File: config.mk
export PLATFORM = sky130hd
export DESIGN_NAME = vip_gray_mean_binarize
export DESIGN_NICKNAME = d
export VERILOG_FILES = /design/src/rtl/vip_gray_mean_binarize.sv
export SDC_FILE = /design/constraint.sdc
export NUM_CORES = 1
export LEC_CHECK = 0
export CAP_MARGIN = 20
export CORE_MARGIN = 1.5
export CORE_UTILIZATION = 40
export CTS_CLUSTER_DIAMETER = 30
export DETAILED_ROUTE_END_ITERATION = 12
export DONT_BUFFER_PORTS = 1
export GPL_TIMING_DRIVEN = 0
export HOLD_SLACK_MARGIN = 0.12
export PLACE_DENSITY_LB_ADDON = 0.25
export SLEW_MARGIN = 10
export SYNTH_ARGS = -nofsm -noshare
export SYNTH_HDL_FRONTEND = slang
export SYNTH_SLANG_ARGS = --single-unit
File: constraint.sdc
create_clock -name clk -period 9.3 [get_ports clk]
set_input_delay 1.395 -clock clk [delete_from_list [all_inputs] [get_ports clk]]
set_output_delay 1.395 -clock clk [all_outputs]
set_load 0.05 [all_outputs]
File: src/rtl/vip_gray_mean_binarize.sv
// vip_gray_mean_binarize
// Binarizes a filtered 8-bit gray stream against an adaptive threshold.
// Each frame's mean gray value, plus a signed offset, becomes the threshold
// for the following frame. The mean is produced during vertical blanking
// by a restoring divider that emits one quotient bit per clock.
module vip_gray_mean_binarize #(
    parameter int                 CNT_W       = 20,
    parameter int                 SUM_W       = 28,
    parameter int                 INIT_THRESH = 128,
    parameter logic signed [8:0]  TH_OFFSET   = 9'sd0
) (
    input  logic       clk,
    input  logic       rst_n,
    input  logic       per_frame_vsync,
    input  logic       per_frame_href,
    input  logic       per_frame_clken,
    input  logic [7:0] per_img_Y,
    output logic       post_frame_vsync,
    output logic       post_frame_href,
    output logic       post_frame_clken,
    output logic [7:0] post_img_Bit,
    output logic [7:0] cur_thresh,
    output logic       thresh_update
);

    // Pixel counter saturates here; sum and count freeze for the rest of the frame.
    localparam logic [CNT_W-1:0] CNT_MAX  = {CNT_W{1'b1}};
    localparam logic [CNT_W-1:0] CNT_ZERO = {CNT_W{1'b0}};
    localparam logic [CNT_W-1:0] CNT_ONE  = {{(CNT_W-1){1'b0}}, 1'b1};
    localparam logic [SUM_W-1:0] SUM_ZERO = {SUM_W{1'b0}};
    localparam logic [7:0]       INIT_TH  = 8'(INIT_THRESH);
    localparam int               DC_W     = $clog2(SUM_W + 1);
    localparam logic [DC_W-1:0]  DC_ZERO  = {DC_W{1'b0}};
    localparam logic [DC_W-1:0]  DC_ONE   = {{(DC_W-1){1'b0}}, 1'b1};
    localparam logic [DC_W-1:0]  DC_LAST  = DC_W'(SUM_W - 1);

    typedef enum logic [1:0] {
        ST_IDLE = 2'd0,
        ST_DIV  = 2'd1,
        ST_UPD  = 2'd2
    } state_t;

    // Clamp the quotient to 8 bits, add the signed offset, clamp to 0..255.
    // 11-bit two's complement covers -256..510 without overflow.
    function automatic logic [7:0] calc_thresh(input logic [SUM_W-1:0] quo);
        logic [7:0]  q_cl;
        logic [10:0] t_sum;
        logic [7:0]  res;
        if (quo > SUM_W'(255)) begin
            q_cl = 8'hFF;
        end else begin
            q_cl = quo[7:0];
        end
        t_sum = {3'b000, q_cl} + {{2{TH_OFFSET[8]}}, TH_OFFSET};
        if (t_sum[10]) begin
            res = 8'h00;
        end else if (t_sum[9:8] != 2'b00) begin
            res = 8'hFF;
        end else begin
            res = t_sum[7:0];
        end
        return res;
    endfunction

    // Registers
    logic             vsync_d_r;
    logic             post_vsync_r;
    logic             post_href_r;
    logic             post_clken_r;
    logic [7:0]       hold_r;
    logic [7:0]       bit_r;
    logic [SUM_W-1:0] sum_r;
    logic [CNT_W-1:0] cnt_r;
    state_t           state_r;
    logic [SUM_W-1:0] dvd_r;
    logic [CNT_W-1:0] dsr_r;
    logic [CNT_W:0]   rem_r;
    logic [SUM_W-1:0] quo_r;
    logic [DC_W-1:0]  div_cnt_r;
    logic [7:0]       cur_thresh_r;
    logic             thresh_update_r;

    // Combinational signals
    logic             pix_ok_s;
    logic             acc_ok_s;
    logic             frame_end_s;
    logic [SUM_W-1:0] sum_fin_s;
    logic [CNT_W-1:0] cnt_fin_s;
    logic [7:0]       pix_bit_s;
    logic [CNT_W+1:0] rem_sh_s;
    logic [CNT_W+1:0] diff_s;
    logic             sub_ok_s;
    logic [CNT_W:0]   rem_nx_s;

    // Pixel qualification, frame-end detection and final operand values.
    always_comb begin
        pix_ok_s    = per_frame_href & per_frame_clken;
        acc_ok_s    = per_frame_vsync & pix_ok_s & (cnt_r != CNT_MAX);
        frame_end_s = vsync_d_r & ~per_frame_vsync;
        if (acc_ok_s) begin
            sum_fin_s = sum_r + {{(SUM_W-8){1'b0}}, per_img_Y};
            cnt_fin_s = cnt_r + CNT_ONE;
        end else begin
            sum_fin_s = sum_r;
            cnt_fin_s = cnt_r;
        end
        if (per_img_Y >= cur_thresh_r) begin
            pix_bit_s = 8'hFF;
        end else begin
            pix_bit_s = 8'h00;
        end
    end

    // One restoring-division step: shift in the next dividend bit and
    // subtract the divisor when the partial remainder is large enough.
    // The remainder is always below the divisor, so a negative difference
    // shows up as the top bit of the extended subtraction.
    always_comb begin
        rem_sh_s = {rem_r, dvd_r[SUM_W-1]};
        diff_s   = rem_sh_s - {2'b00, dsr_r};
        sub_ok_s = ~diff_s[CNT_W+1];
        if (sub_ok_s) begin
            rem_nx_s = diff_s[CNT_W:0];
        end else begin
            rem_nx_s = rem_sh_s[CNT_W:0];
        end
    end

    // Sync pipeline delay and vsync edge register.
    always_ff @(posedge clk or negedge rst_n) begin
        if (!rst_n) begin
            vsync_d_r    <= 1'b0;
            post_vsync_r <= 1'b0;
            post_href_r  <= 1'b0;
            post_clken_r <= 1'b0;
        end else begin
            vsync_d_r    <= per_frame_vsync;
            post_vsync_r <= per_frame_vsync;
            post_href_r  <= per_frame_href;
            post_clken_r <= per_frame_clken;
        end
    end

    // Binarized pixel: new value on each strobe, held between strobes,
    // zero whenever the delayed line-valid is low.
    always_ff @(posedge clk or negedge rst_n) begin
        if (!rst_n) begin
            hold_r <= 8'h00;
            bit_r  <= 8'h00;
        end else begin
            if (pix_ok_s) begin
                hold_r <= pix_bit_s;
            end else begin
                hold_r <= hold_r;
            end
            if (!per_frame_href) begin
                bit_r <= 8'h00;
            end else if (per_frame_clken) begin
                bit_r <= pix_bit_s;
            end else begin
                bit_r <= hold_r;
            end
        end
    end

    // Per-frame gray sum and pixel count; cleared at frame end.
    always_ff @(posedge clk or negedge rst_n) begin
        if (!rst_n) begin
            sum_r <= SUM_ZERO;
            cnt_r <= CNT_ZERO;
        end else if (frame_end_s) begin
            sum_r <= SUM_ZERO;
            cnt_r <= CNT_ZERO;
        end else begin
            sum_r <= sum_fin_s;
            cnt_r <= cnt_fin_s;
        end
    end

    // Mean FSM: launch the divider at frame end (restarting on overrun),
    // run SUM_W steps, then load the clamped threshold and pulse.
    always_ff @(posedge clk or negedge rst_n) begin
        if (!rst_n) begin
            state_r         <= ST_IDLE;
            dvd_r           <= SUM_ZERO;
            dsr_r           <= CNT_ZERO;
            rem_r           <= {(CNT_W+1){1'b0}};
            quo_r           <= SUM_ZERO;
            div_cnt_r       <= DC_ZERO;
            cur_thresh_r    <= INIT_TH;
            thresh_update_r <= 1'b0;
        end else if (frame_end_s && (cnt_fin_s != CNT_ZERO)) begin
            state_r         <= ST_DIV;
            dvd_r           <= sum_fin_s;
            dsr_r           <= cnt_fin_s;
            rem_r           <= {(CNT_W+1){1'b0}};
            quo_r           <= SUM_ZERO;
            div_cnt_r       <= DC_ZERO;
            thresh_update_r <= 1'b0;
        end else begin
            case (state_r)
                ST_IDLE: begin
                    thresh_update_r <= 1'b0;
                end
                ST_DIV: begin
                    dvd_r           <= {dvd_r[SUM_W-2:0], 1'b0};
                    rem_r           <= rem_nx_s;
                    quo_r           <= {quo_r[SUM_W-2:0], sub_ok_s};
                    thresh_update_r <= 1'b0;
                    if (div_cnt_r == DC_LAST) begin
                        state_r <= ST_UPD;
                    end else begin
                        div_cnt_r <= div_cnt_r + DC_ONE;
                    end
                end
                ST_UPD: begin
                    cur_thresh_r    <= calc_thresh(quo_r);
                    thresh_update_r <= 1'b1;
                    state_r         <= ST_IDLE;
                end
                default: begin
                    state_r         <= ST_IDLE;
                    thresh_update_r <= 1'b0;
                end
            endcase
        end
    end

    assign post_frame_vsync = post_vsync_r;
    assign post_frame_href  = post_href_r;
    assign post_frame_clken = post_clken_r;
    assign post_img_Bit     = bit_r;
    assign cur_thresh       = cur_thresh_r;
    assign thresh_update    = thresh_update_r;

endmodule
==> impl_metrics.toml, run 1 <==
[timing]
worstMarginPinSlew_ns = 0.872
period_minus_slack_ns = 3.85
setup_viol = 0
fin_skew_ns = 0.0143
finalCritPeriodShare_pct = 41.4
rsz0062_at_grt = "no"
maxSlewHeadroom_pct = 40.4
final-hold-violation-count = 0
fin_ws_ns = 5.45
setup_tns_ns = 0
max_freq_mhz = 260
timing.final.max_slew_violations = 0

[outcome]
status = "complete, no violations"

[die]
dieHeight_um = 157
row_count = 56
die_x_um = 157
initial_core_util_pct = 40.7
ios = 33
die_area_um2 = 24800
fp.coreArea_um2 = 23400

[global_route]
grt_pass1_vias = 7070
antenna_found_initial = 0
grt_pass1_wl_mm = 36.7
grt-ovfl-total = 0
grt_max_degree = 167
grt_usage_pct = 19.0

[power_and_ir_drop]
intPower_w = 0.00193
p_sw_share_pct = 41.3
power_frac_seq_pct = 33.7
ir_worst_vdd_mv = 0.121
power.share.clock_pct = 21.6
p_leak_nw = 4.91
power_frac_comb_pct = 44.7
power.density_nw_per_um2 = 312
p_sw_w = 0.00136

[synth]
synth.most_common_cell = "dfrtp_1"
synth_top_cell_by_area = "dfrtp_1"
ys.flop_type = "dfrtp_1"
synth_top_area_share_pct = 43.3
synth.distinct_cells = 73
synth_edf_count = 0
netlist_instances = 977
ys_top_cells_by_count = "165 x dfrtp_1, 107 x nand2_1, 95 x nor2_1"
ys_ff_latch = 166
postSynthAreaPerCell_um2 = 9.76
ys_top_cells_by_area = "dfrtp_1 43%, mux2i_1 8.7%, ha_1 5.0%"
syn_area_um2 = 9540
synth_async_sr_flop_share_pct = 100
syn-num-nets = 1030
ys_seq_area_share_pct = 43.6
yosysWarnings = 0

[final_layout]
final_nets = 1050
drive_gt1_share_pct = 10.0
fillerInstances = 2278
antenna_cells = 0
syn_to_final_growth_pct = 10.5
utilization_pct = 45.0

[clocking]
cts_hold_buf = 0
cts_sinks = 166
clkSlewWorstSetupHoldPaths_ns = 0.08
cts_buffers = 17
cts.repair.resized = 0
htree_levels = 4
cts.path.max_buffers = 2
ctsRootBufferMaster = "clkbuf_16"
clk_latency_ns = 0.44
cts_tree = "built"
cts_setup_buffers = 0

[setup_path]
cp-start-kind = "flop"
reg2reg_setup_slack_ns = 5.45
cp_common_cell = "o2111ai_1"
path_cells = "inv_1 -> ha_1 -> nor2b_1 -> o2111ai_1 -> a2111oi_0 -> buf_1 -> o2111ai_1 -> nand3_1 -> and3_1 -> clkbuf_1 -> o21ai_0 -> a311oi_2"
crit_required_ns = 9.63
path_max_fanout = 10
critical_path_class = "flop to flop"
path_buf_inv = 3
critPathTopFamily = "compound AO/OA/AOI/OAI gates"
worst_setup_path_end_kind = "flop"
cp_slowest_stage_delay_ns = 0.84
arrival_ns = 4.18
crit_slowest_cell = "a2111oi_0"

[routing]
wire_per_inst_um = 16.6
ant_nets = 0
drt_iter0_markers = 522
num_vias = 7125
dr.pass1.iters = 4
wl_mm = 22.1
drc = 0
vias_per_cell = 5.36

[placement]
gp_congestion = 0.829
post-place-ws_ns = 5.03
port_buffers = 0
dpl.hpwl_mm = 15.6

[min_path]
hold_class = "flop to flop"

[run]
drv_cap = 0
## worst register-to-register path: stages (launching register included)
cell       delay (ns)
dfrtp_1          0.38
inv_1            0.08
ha_1             0.27
nor2b_1          0.21
o2111ai_1        0.18
a2111oi_0        0.84
buf_1            0.19
o2111ai_1        0.19
nand3_1          0.18
and3_1           0.18
clkbuf_1         0.45
o21ai_0          0.30
a311oi_2         0.29
## cells in the final DEF, fill, tap and decap left out, drive strengths merged, types with 12 or more instances in the layout
cell type,count
dfrtp,165
nand2,107
nor2,95
mux2i,83
inv,62
a21oi,59
clkbuf,44
ha,38
xnor2,32
xor2,30
nand3,29
buf,28
o21ai,20
a211oi,20
and3,19
a21o,15
nor3,15
a31oi,12
## stage by stage
| stage | power, W | hold slack [ns] | instance area, um2 | instances |
|---|---|---|---|---|
| floorplan | 0.00227 | 0.467 | 9540 | 977 |
| global placement | 0.00256 | 0.496 | 9930 | 1296 |
| detailed placement | 0.00258 | 0.499 | 9940 | 1297 |
| CTS | 0.00330 | 0.513 | 10500 | 1329 |
| global route | 0.00353 | 0.545 | 10500 | 1329 |
| finish | 0.00329 | 0.516 | 10500 | 1329 |
## layer usage
metal | vias up | wire [um] | share of wire [%] | GRT usage (%)
li1 | 3485 | - | - | -
met1 | 3504 | 10500 | 47 | 25.9
met2 | 109 | 10400 | 47 | 30.2
met3 | 27 | 856 | 3.9 | 4.13
met4 | 0 | 346 | 1.6 | 5.35
met5 | - | 0 | 0 | 0
## final cells by class
| class | count | area, um2 | share of cell area, % |
|---|---|---|---|
| repair buffers | 1 | 3.75 | 0.0356 |
| clock inverters | 15 | 173 | 1.64 |
| well taps | 319 | 399 | 3.79 |
| clock buffers | 17 | 425 | 4.04 |
| multi-input cells | 704 | 4870 | 46.2 |
| inverters | 53 | 199 | 1.89 |
| plain buffers | 54 | 309 | 2.93 |
| flip-flops and latches | 166 | 4160 | 39.4 |
## power by group through the flow
| stage | registers, W | logic, W | clock network [W] |
|---|---|---|---|
| 2_1_floorplan | 0.00107 | 0.00119 | 0 |
| 3_3_place_gp | 0.00112 | 0.00144 | 0 |
| 3_5_place_dp | 0.00112 | 0.00146 | 0 |
| 4_1_cts | 0.00111 | 0.00147 | 0.000725 |
| 5_1_grt | 0.00113 | 0.00164 | 0.000757 |
| 6_report | 0.00111 | 0.00147 | 0.000710 |
## worst paths after layout
path	to	cells past startpoint	start
setup / recovery	rem_r[15]$_DFFE_PN0P_	12	dsr_r[1]$_DFFE_PN0P_
hold / removal	cur_thresh[7]$_DFFE_PN1P_	2	quo_r[7]$_DFFE_PN0P_
max in group asynchronous	cur_thresh[7]$_DFFE_PN1P_	0	rst_n
hold reg to reg	cur_thresh[7]$_DFFE_PN1P_	2	quo_r[7]$_DFFE_PN0P_
setup reg to reg	rem_r[15]$_DFFE_PN0P_	12	dsr_r[1]$_DFFE_PN0P_
min in group asynchronous	rem_r[10]$_DFFE_PN0P_	0	rst_n
## registers in the layout, summed over array words and instances, names as in the netlist
| register | flops |
|---|---|
| div_cnt_r | 5 |
| thresh_update | 1 |
| cnt_r | 20 |
| post_img_Bit | 1 |
| hold_r | 1 |
| dvd_r | 28 |
| quo_r | 28 |
| cur_thresh | 8 |
| post_frame_clken | 1 |
| post_frame_vsync | 1 |
| rem_r | 21 |
| post_frame_href | 1 |
| dsr_r | 20 |
| sum_r | 28 |
| state_r | 2 |
## logic make-up after synthesis
family	after synthesis	share of synthesized area, %
AO/OA/AOI/OAI	189	14.5
flip-flops	166	43.6
buffers and inverters	107	5.33
XOR/XNOR	62	5.77
AND/OR/NAND/NOR	325	16.0
adder cells (fa/ha/maj)	40	5.41
multiplexers	88	9.42
Note: power is estimated with default switching activity, not from simulation.
==> run 2, diff against run 1 <==
==> constraint.sdc (replaced) <==
create_clock -name clk -period 3.5 [get_ports clk]
set_input_delay 0.525 -clock clk [delete_from_list [all_inputs] [get_ports clk]]
set_output_delay 0.525 -clock clk [all_outputs]
set_load 0.05 [all_outputs]
==> run 2 against run 1 <==
  * The flow now finishes with violations (negative hold slack)
  * Fmax increased by 17%
  * Global-route usage increased by 0.057 points
  * Power grew to 2.7 times the previous value
  * Critical endpoint is now rem_r[18]$_DFFE_PN0P_
  * Largest power group unchanged
==> impl_metrics.toml, run 2 (synthesis results as in run 1) <==
[die]
initial_core_util_pct = 40.7
die_x_um = 157
dieHeight_um = 157
fp.coreArea_um2 = 23400
row_count = 56
die_area_um2 = 24800
ios = 33

[setup_path]
path_cells = "inv_1 -> ha_1 -> nor2b_1 -> o2111ai_1 -> a2111oi_4 -> buf_1 -> o2111ai_1 -> a21o_1 -> and3_1 -> clkbuf_2 -> a311oi_1 -> nor3_2"
cp-start-kind = "flop"
path_max_fanout = 10
cp_common_cell = "o2111ai_1"
worst_setup_path_end_kind = "flop"
path_buf_inv = 3
critPathTopFamily = "compound AO/OA/AOI/OAI gates"
arrival_ns = 3.60
cp_slowest_stage_delay_ns = 0.48
critical_path_class = "flop to flop"
crit_slowest_cell = "a2111oi_4"
crit_required_ns = 3.81

[final_layout]
instances_no_fill = 1335
syn_to_final_growth_pct = 11.5
utilization_pct = 45.4
mostFrequentLayoutCells = "164 x dfrtp_1, 107 x nand2_1, 95 x nor2_1"
drive_gt1_share_pct = 10.8
reg_top3 = "dvd_r (28), quo_r (28), sum_r (28)"
antenna_cells = 0
stdcell_area_um2 = 10600
final_nets = 1056
final_common_cell = "dfrtp_1"

[global_route]
grt_pass1_vias = 7090
antenna_found_initial = 0
grt-ovfl-total = 0
grt_pass1_wl_mm = 36.8
grt_usage_pct = 19.0
grt_max_degree = 167

[timing]
timing.final.max_slew_violations = 0
worstMarginPinSlew_ns = 0.845
max_freq_mhz = 304
finalCritPeriodShare_pct = 94.0
fin_skew_ns = 0.0122
period_minus_slack_ns = 3.29
setup_tns_ns = 0
setup_viol = 0
final-hold-violation-count = 165
maxSlewHeadroom_pct = 42.9
fin_ws_ns = 0.209
hold-worst-slack_ns = -0.212

[placement]
gp_congestion = 0.829
port_buffers = 0
post-place-ws_ns = -0.274
dpl.hpwl_mm = 15.6
place_area_um2 = 9940
place_inst = 1297

[run]
drv_cap = 0

[routing]
vias_per_cell = 5.34
drt_iter0_markers = 473
dr.pass1.iters = 4
ant_nets = 0
num_vias = 7129
wl_mm = 22.2
wire_per_inst_um = 16.6
drc = 0

[power_and_ir_drop]
ir_worst_vdd_mv = 0.321
p_leak_nw = 4.95
power.density_nw_per_um2 = 825

[clocking]
cts_sinks = 166
ctsRootBufferMaster = "clkbuf_16"
htree_levels = 4
clk_latency_ns = 0.43
clkSlewWorstSetupHoldPaths_ns = 0.07
cts.path.max_buffers = 2
cts_hold_buf = 3
cts_buffers = 17
cts_tree = "built"

[min_path]
hold_class = "primary input to asynchronous set/reset pin"

[outcome]
status = "finished, violations left"
violations = "negative hold slack"
==> run 2: power breakdown <==
part,switching [W],internal [W]
Clock,0.000916,0.000966
Sequential,0.000522,0.00242
Combinational,0.00219,0.00175
Total,0.00363,0.00514
==> run 2: final cells by class <==
class	instances	area, um2
fill	2273	12800
multi-input combinational	704	4910
sequential	166	4160
clock buffer	17	425
tap	319	399
buffer	54	310
inverter	53	199
clock inverter	15	173
timing repair buffer	7	56.3
==> run 2: worst paths after layout <==
kind | end | from | depth (start not counted) | slack, ns
max | rem_r[18]$_DFFE_PN0P_ | dsr_r[1]$_DFFE_PN0P_ | 12 | 0.21
min reg2reg | cur_thresh[7]$_DFFE_PN1P_ | quo_r[7]$_DFFE_PN0P_ | 2 | 0.51
max in group asynchronous | cur_thresh[7]$_DFFE_PN1P_ | rst_n | 0 | 3.37
max reg2reg | rem_r[18]$_DFFE_PN0P_ | dsr_r[1]$_DFFE_PN0P_ | 12 | 0.21
min | rem_r[10]$_DFFE_PN0P_ | rst_n | 0 | -0.21
min in group clk | post_img_Bit[6]$_DFF_PN0_ | per_frame_clken | 1 | 0.17
==> run 2: stage by stage <==
stage | total power, W | hold WS, ns
after floorplan | 0.00602 | 0.229
after global placement | 0.00680 | 0.241
after detailed placement | 0.00686 | 0.242
after CTS | 0.00880 | -0.228
after global routing | 0.00941 | -0.241
final | 0.00877 | -0.212
==> run 2: worst reg2reg max path: stages, from the launching register on <==
cell and delay (ns):
dfrtp_1 0.38, inv_1 0.08, ha_1 0.27, nor2b_1 0.21, o2111ai_1 0.24, a2111oi_4 0.48
buf_1 0.17, o2111ai_1 0.19, a21o_1 0.25, and3_1 0.18, clkbuf_2 0.23, a311oi_1 0.41
nor3_2 0.08
==> run 2: routing by layer <==
| layer | track usage (%) | up-vias | part of all wire (%) |
|---|---|---|---|
| li1 | - | 3504 | - |
| met1 | 26.0 | 3505 | 48 |
| met2 | 30.3 | 93 | 47 |
| met3 | 4.13 | 27 | 3.4 |
| met4 | 5.35 | 0 | 1.6 |
| met5 | 0 | - | 0 |
==> run 2: repair_timing <==
item / 4_1_cts / 5_1_grt
endpoints found under the setup margin: 19 / 107
pin swaps: 0 / 2
gates resized for setup: 3 / 6
buffers inserted: 0 / 3
endpoints found under the hold margin: 169 / 166
